==> src/rtl/shift_reg_pkg.sv <==
// shift_reg_pkg
// Shared definitions for the universal shift register: the mode encoding
// and a small helper that classifies a mode as a shift.
package shift_reg_pkg;

  typedef logic [1:0] mode_t;

  localparam mode_t MODE_HOLD = 2'b00;
  localparam mode_t MODE_SHR  = 2'b01;
  localparam mode_t MODE_SHL  = 2'b10;
  localparam mode_t MODE_LOAD = 2'b11;

  // Both shift directions advance the frame counter.
  function automatic logic is_shift(input mode_t m);
    return (m == MODE_SHR) || (m == MODE_SHL);
  endfunction

endpackage

==> src/rtl/shift_frame_cnt.sv <==
// shift_frame_cnt
// Counts shifts within a frame and emits a one-cycle pulse after the
// WIDTH-th shift. The count wraps to 0 on that shift, so back-to-back
// frames pulse every WIDTH shifts.
//
// Ports:
//   clk        rising-edge clock
//   reset_n    asynchronous active-low reset
//   inc        a shift is happening on this edge
//   clr        a parallel load is happening on this edge (restarts the frame)
//   frame_done registered pulse, high for the cycle after the last shift
module shift_frame_cnt #(
  parameter int WIDTH = 8
) (
  input  logic clk,
  input  logic reset_n,
  input  logic inc,
  input  logic clr,
  output logic frame_done
);

  localparam int CNT_W = (WIDTH > 2) ? $clog2(WIDTH) : 1;
  localparam logic [CNT_W-1:0] CNT_LAST = CNT_W'(WIDTH - 1);

  logic [CNT_W-1:0] shift_cnt;

  always_ff @(posedge clk or negedge reset_n) begin
    if (!reset_n) begin
      shift_cnt  <= '0;
      frame_done <= 1'b0;
    end else if (clr) begin
      shift_cnt  <= '0;
      frame_done <= 1'b0;
    end else if (inc) begin
      if (shift_cnt == CNT_LAST) begin
        shift_cnt  <= '0;
        frame_done <= 1'b1;
      end else begin
        shift_cnt  <= shift_cnt + CNT_W'(1);
        frame_done <= 1'b0;
      end
    end else begin
      // Holds and disabled cycles keep the count but never extend a pulse.
      frame_done <= 1'b0;
    end
  end

endmodule

==> src/rtl/shift_reg_universal.sv <==
// shift_reg_universal
// Universal shift register with hold, shift-right, shift-left and
// parallel-load modes, a clock enable, serial I/O at both ends and a
// frame-complete pulse. Serves as SIPO/PISO/SISO between serial links
// and word-wide datapaths.
//
// Ports:
//   clk        rising-edge clock
//   reset_n    asynchronous active-low reset
//   en         clock enable; all state holds when low
//   mode       00 hold, 01 shift right, 10 shift left, 11 parallel load
//   sdi_r      serial in for right shifts, enters q[WIDTH-1]
//   sdi_l      serial in for left shifts, enters q[0]
//   pdi        parallel load data
//   q          register contents
//   sdo_r      q[0], bit leaving on a right shift
//   sdo_l      q[WIDTH-1], bit leaving on a left shift
//   frame_done one-cycle pulse after the WIDTH-th shift of a frame
module shift_reg_universal
  import shift_reg_pkg::*;
#(
  parameter int               WIDTH     = 8,
  parameter logic [WIDTH-1:0] RESET_VAL = {WIDTH{1'b0}}
) (
  input  logic             clk,
  input  logic             reset_n,
  input  logic             en,
  input  logic [1:0]       mode,
  input  logic             sdi_r,
  input  logic             sdi_l,
  input  logic [WIDTH-1:0] pdi,
  output logic [WIDTH-1:0] q,
  output logic             sdo_r,
  output logic             sdo_l,
  output logic             frame_done
);

  logic cnt_inc;
  logic cnt_clr;

  always_ff @(posedge clk or negedge reset_n) begin
    if (!reset_n) begin
      q <= RESET_VAL;
    end else if (en) begin
      case (mode)
        MODE_SHR:  q <= {sdi_r, q[WIDTH-1:1]};
        MODE_SHL:  q <= {q[WIDTH-2:0], sdi_l};
        MODE_LOAD: q <= pdi;
        default:   q <= q;
      endcase
    end
  end

  // Serial outputs come straight off the register: no extra latency.
  assign sdo_r = q[0];
  assign sdo_l = q[WIDTH-1];

  assign cnt_inc = en && is_shift(mode_t'(mode));
  assign cnt_clr = en && (mode == MODE_LOAD);

  shift_frame_cnt #(
    .WIDTH (WIDTH)
  ) u_frame_cnt (
    .clk        (clk),
    .reset_n    (reset_n),
    .inc        (cnt_inc),
    .clr        (cnt_clr),
    .frame_done (frame_done)
  );

endmodule

==> config.mk <==
export PLATFORM = sky130hd
export DESIGN_NAME = shift_reg_universal
export DESIGN_NICKNAME = d
export VERILOG_FILES = /design/src/rtl/shift_reg_pkg.sv /design/src/rtl/shift_frame_cnt.sv /design/src/rtl/shift_reg_universal.sv
export SDC_FILE = /design/constraint.sdc
export NUM_CORES = 1
export LEC_CHECK = 0
export CORE_UTILIZATION = 41
export CTS_CLUSTER_DIAMETER = 80
export DETAILED_ROUTE_END_ITERATION = 10
export PLACE_DENSITY = 0.76
export REMOVE_ABC_BUFFERS = 1
export SYNTH_ARGS = -nofsm -noshare
export SYNTH_HDL_FRONTEND = slang
export SYNTH_SLANG_ARGS = --single-unit
==> constraint.sdc <==
create_clock -name clk -period 1.6 [get_ports clk]
set_input_delay 0.24 -clock clk [delete_from_list [all_inputs] [get_ports clk]]
set_output_delay 0.24 -clock clk [all_outputs]
set_load 0.01 [all_outputs]
Word level (Yosys, flattened, before mapping). Cells that the tools add are included.

ROM bits: 0. Bits in latches: 0. Bits in writable memories: 0. Memories: 0. Register bits after elaboration: 12. Output and inout port bits: 11. Word-level logic and storage cells: 21.

Shift-type cells: 0. Bitwise logic cells: 0. Mux-type cells: 7. Div/mod/pow operators: 0. $lt $le $gt $ge: 0. Reduce and logical (&&, ||, !) cells: 6. Add/sub/neg operators: 1. $mul: 0. Eq/ne operators: 4.

Operators with widths (number): $pmux 8 s3 (1); $mux 3 (3); $eq 2x2->1 const B (2); $add 3x1->3 const B (1); $eq 3x3->1 const B (1); $mux 1 (3); $reduce_bool 3->1 (1); $eq 2x1->1 const B (1); $logic_and 1x1->1 (2); $reduce_and 2->1 (1); $reduce_bool 2->1 (1); $logic_or 1x1->1 (1).

Depth between registers and ports, before layout.
Depth after elaboration: 5. Gate-level depth with buffers: 6. Depth with buffers taken out: 5.

By module. Synthesis repeated with hierarchy kept, for this count alone.

Cells, all modules: 69. Area, all modules: 715.7 um^2.

Modules (own cells, without submodules): shift_reg_universal (area an instance 531.8 um^2, cells an instance 54, times used 1); shift_frame_cnt (area an instance 183.9 um^2, cells an instance 15, times used 1).

Worst setup path before layout. Ideal clock, no wire load.

Path type: reg-to-reg. From: register u_frame_cnt.shift_cnt[0]. To: register u_frame_cnt.shift_cnt[2]. Setup slack: 0.464 ns. Path buffers: 0. Required time: 1.479 ns. Data arrival time: 1.015 ns. Cell stages (with the launch flop): 4. Path through: dfrtp_1 -> ha_1 -> ha_1 -> a22o_1.

Cells in the longest elaborated chain, start to end: 4. Elaborated cells on any way between the ends: 5.

Ends and longest elaborated chain: start, declared (line shift_frame_cnt.sv:25) `logic [CNT_W-1:0] shift_cnt;`; start signal, assigned (line shift_frame_cnt.sv:39) `shift_cnt <= shift_cnt + CNT_W'(1);`; $add 3x1->3 or $eq 3x3->1 (tied branches) (line shift_frame_cnt.sv:39, shift_frame_cnt.sv:35); $mux 3 (*) (line shift_frame_cnt.sv:35) `if (shift_cnt == CNT_LAST) begin`; $mux 3 (*) (line shift_frame_cnt.sv:34) `end else if (inc) begin`; $mux 3 (*) (line shift_frame_cnt.sv:31) `end else if (clr) begin`.

Every way passes the cells marked *; elsewhere a longest branch is shown, timed or not. The select of a mux whose other input is x is not followed. A chain may end at the register's enable or synchronous reset.

Worst setup path after layout.
From: register q[3]. To: output port q[3].

RTL lines: start, declared (line shift_reg_universal.sv:32) `output logic [WIDTH-1:0] q,`; start signal, assigned (line shift_reg_universal.sv:46) `MODE_SHR: q <= {sdi_r, q[WIDTH-1:1]};`; start signal, assigned (line shift_reg_universal.sv:47) `MODE_SHL: q <= {q[WIDTH-2:0], sdi_l};`; start signal, assigned (line shift_reg_universal.sv:48) `MODE_LOAD: q <= pdi;`.

No word-level cell between the ends.

==> metrics.md <==
| Metric | Value |
|---|---|
| Startpoint Class | `flip-flop` |
| Cells along the critical path | `clkdlybuf4s50_1` |
| Yosys top cell area share | `46.15%` |
| Core area | `0.001489 mm^2` |
| Gate power share | `32.9%` |
| Die width | `41.84 um` |
| H-Tree Depth | `1` |
| VDD IR max | `447.4 uV` |
| Clk buf depth | `2` |
| Die area | `0.001750 mm^2` |
| Post-Synth Adder-Cell Area | `9.615%` |
| Sequential power share | `46.9%` |
| Syn Area/Cell | `9.858 um^2` |
| Final Hold Viols | `0` |
| Critical-path top delay cell | `clkdlybuf4s50_1` |
| Total Routing Usage GR | `16.58%` |
| Peak fanout along the critical path | `4` |
| Final setup fails | `0` |
| Crit. End Element | `output pin` |
| CTS tree | `built` |
| Port Buffers | `25` |
| Clock network power share | `20.1%` |
| Largest net degree at the start of global routing | `17` |
| DRC | `0` |
| Row Count | `14` |
| Total iterations of the first detailed-routing run | `4` |
| RSZ-0062 raised after global routing | `no` |
| Drt via density | `5.226` |
| Die Ht | `41.84 um` |
| Worst slew margin | `64.21%` |
| Power Total | `0.8917 mW` |
| Initial DRC Count | `4` |
| Synth area leader | `dfrtp_1` |
| Arr. time, crit path | `1230 ps` |
| Leak pwr | `0.4135 nW` |
| Total CTS buffers | `3` |
| Seq/Total Area, Yosys | `46.15%` |
| Max incr delay on CP | `560 ps` |
| CP top delay family | `buffers and inverters` |
| CP Class | `reg2out` |
| Status | `finished, final reports clean` |
| Area delta synth->final | `40.19%` |
| Nets@finish | `112` |
| Synth Area in XOR/XNOR | `0%` |
| Final Critical Period | `1465 ps` |
| Sink Count | `12` |
| Slew @ Worst Pin | `535.2 ps` |
| Maxcap violations | `0` |
| Synth area leaders | `dfrtp_1 46%, a22o_1 15%, ha_1 9.6%, o21ai_1 6.9%, a21oi_1 6.2%` |
| Synth Area in Compound Gates | `27.88%` |
| Layout cell share with drive strength beyond 1 | `5.556%` |
| Most common cell after layout, fill and taps aside | `clkdlybuf4s50_1` |
| Simple-gate share of the synthesized area | `9.231%` |
| Detailed Place HPWL | `1.025 mm` |
| Syn Std Cell Area | `650.6 um^2` |
| Most frequent cells in the layout | `25 x clkdlybuf4s50_1, 12 x dfrtp_1, 11 x a22o_1` |
| Post-Route WL | `1.306 mm` |
| Maximum clock rate | `682.6 MHz` |
| Yosys reg bits | `12` |
| First-pass GRT wire length | `2.145 mm` |
| Synth Warn # | `0` |
| Hold buffers post-CTS | `0` |
| Hold/Removal Path Class | `in2async` |
| Worst EP required | `1360 ps` |
| Final instance area | `912.1 um^2` |
| Vias in the first global route | `508` |
| Sw frac | `29.85%` |
| Worst r2r dst | `u_frame_cnt.shift_cnt[2]$_DFFE_PN0P_` |
| Internal cell power | `0.6255 mW` |
| Starting Density | `43.70%` |
| Clk_skew | `0.4564 ps` |
| CP Buf/Inv Count | `1` |
| Largest family of logic cells by synthesized area | `compound AO/OA/AOI/OAI gates` |
| WL/cell | `12.32 um` |
| Power per standard cell area | `977.6 mW/mm^2` |
| N_diodes | `0` |
| Clock latency at the later pin of the worst-skew pair | `270 ps` |
| Sw power | `0.2662 mW` |
| Root Buffer | `clkbuf_4` |
| Distinct cells, synth | `14` |
| Post-cts sizing count | `0` |
| Io pins | `26` |
| Routed Antenna Nets | `0` |
| R2R depth | `3` |
| Mapped Cells | `66` |
| Gp weighted congestion | `0.7266` |
| Clock-pin slew of the registers on the worst-case setup and hold paths | `70 ps` |
| Initial antenna violation count | `0` |
| Setup Fix Bufs, Post-CTS | `0` |
| RR Startpoint | `u_frame_cnt.shift_cnt[0]$_DFFE_PN0P_` |
| Total gr overflow | `0` |
| Final Max Slew Viols | `0` |
| Period Utilization, post-route | `91.57%` |
| Vias | `554` |
| Flop-to-flop setup slack | `390 ps` |
| DP Area | `889.6 um^2` |
| Multiplexer area fraction after synthesis | `0%` |
## cell usage after synthesis, drive strengths merged
cell / instances
nand2: 9
nand2b: 1
buf: 5
dfrtp: 12
inv: 2
a21oi: 8
and2: 1
a22o: 11
o21ai: 9
ha: 5
nor2: 3
## layout make-up
class | instances | area, um^2
timing repair buffer | 26 | 257.7
multi-input combinational | 47 | 304.0
fill | 129 | 576.8
sequential | 12 | 300.3
clock buffer | 3 | 22.52
inverter | 2 | 7.507
tap | 16 | 20.02
## flip-flops by register name, indices dropped and copies added (netlist names)
name,flops
q,8
u_frame_cnt.shift_cnt,3
u_frame_cnt.frame_done,1
## kinds of logic after synthesis
logic type	Yosys count
AO/OA/AOI/OAI	28
adder cells (fa/ha/maj)	5
buffers and inverters	7
flip-flops	12
AND/OR/NAND/NOR	14
## worst max-delay path by stage
stage / from / end / slack, ps / depth (start not counted)
5_1_grt: mode[0] / q[6]$_DFFE_PN0P_ / 30 / 6
3_5_place_dp: mode[0] / q[0]$_DFFE_PN0P_ / -110 / 6
2_1_floorplan: u_frame_cnt.shift_cnt[0]$_DFFE_PN0P_ / u_frame_cnt.shift_cnt[2]$_DFFE_PN0P_ / 460 / 3
6_report: q[3]$_DFFE_PN0P_ / q[3] / 130 / 1
4_1_cts: q[3]$_DFFE_PN0P_ / q[3] / 130 / 1
3_3_place_gp: mode[0] / q[3]$_DFFE_PN0P_ / -90 / 6
## power by group through the flow
stage / clock (mW) / sequential, mW / combinational, mW
2_1_floorplan: 0 / 0.434 / 0.117
3_3_place_gp: 0 / 0.423 / 0.287
4_1_cts: 0.183 / 0.418 / 0.296
5_1_grt: 0.201 / 0.429 / 0.322
3_5_place_dp: 0 / 0.422 / 0.297
6_report: 0.180 / 0.418 / 0.294
## through the flow
step	hold slack (ps)	TNS (ps)	setup WS, ps	instances	utilization [%]
2_1_floorplan	-55.59	0	464.1	61	-
3_3_place_gp	488.3	-784.3	-88.39	103	59.75
3_5_place_dp	487.1	-1007	-114.5	103	59.75
5_1_grt	361.1	0	31.90	106	61.26
6_report	321.6	0	134.9	106	61.26
4_1_cts	346.0	0	132.6	106	61.26
## per-layer routing
metal | part of all wire (%) | track usage (%) | wire length (um) | up-vias
li1 | - | - | - | 282
met1 | 48 | 21.85 | 626 | 250
met2 | 45 | 24.69 | 591 | 18
met3 | 5.0 | 3.913 | 65 | 4
met4 | 1.8 | 9.677 | 23 | 0
met5 | 0 | 0 | 0 | -
No activity file was read; power rests on OpenSTA's default activity.
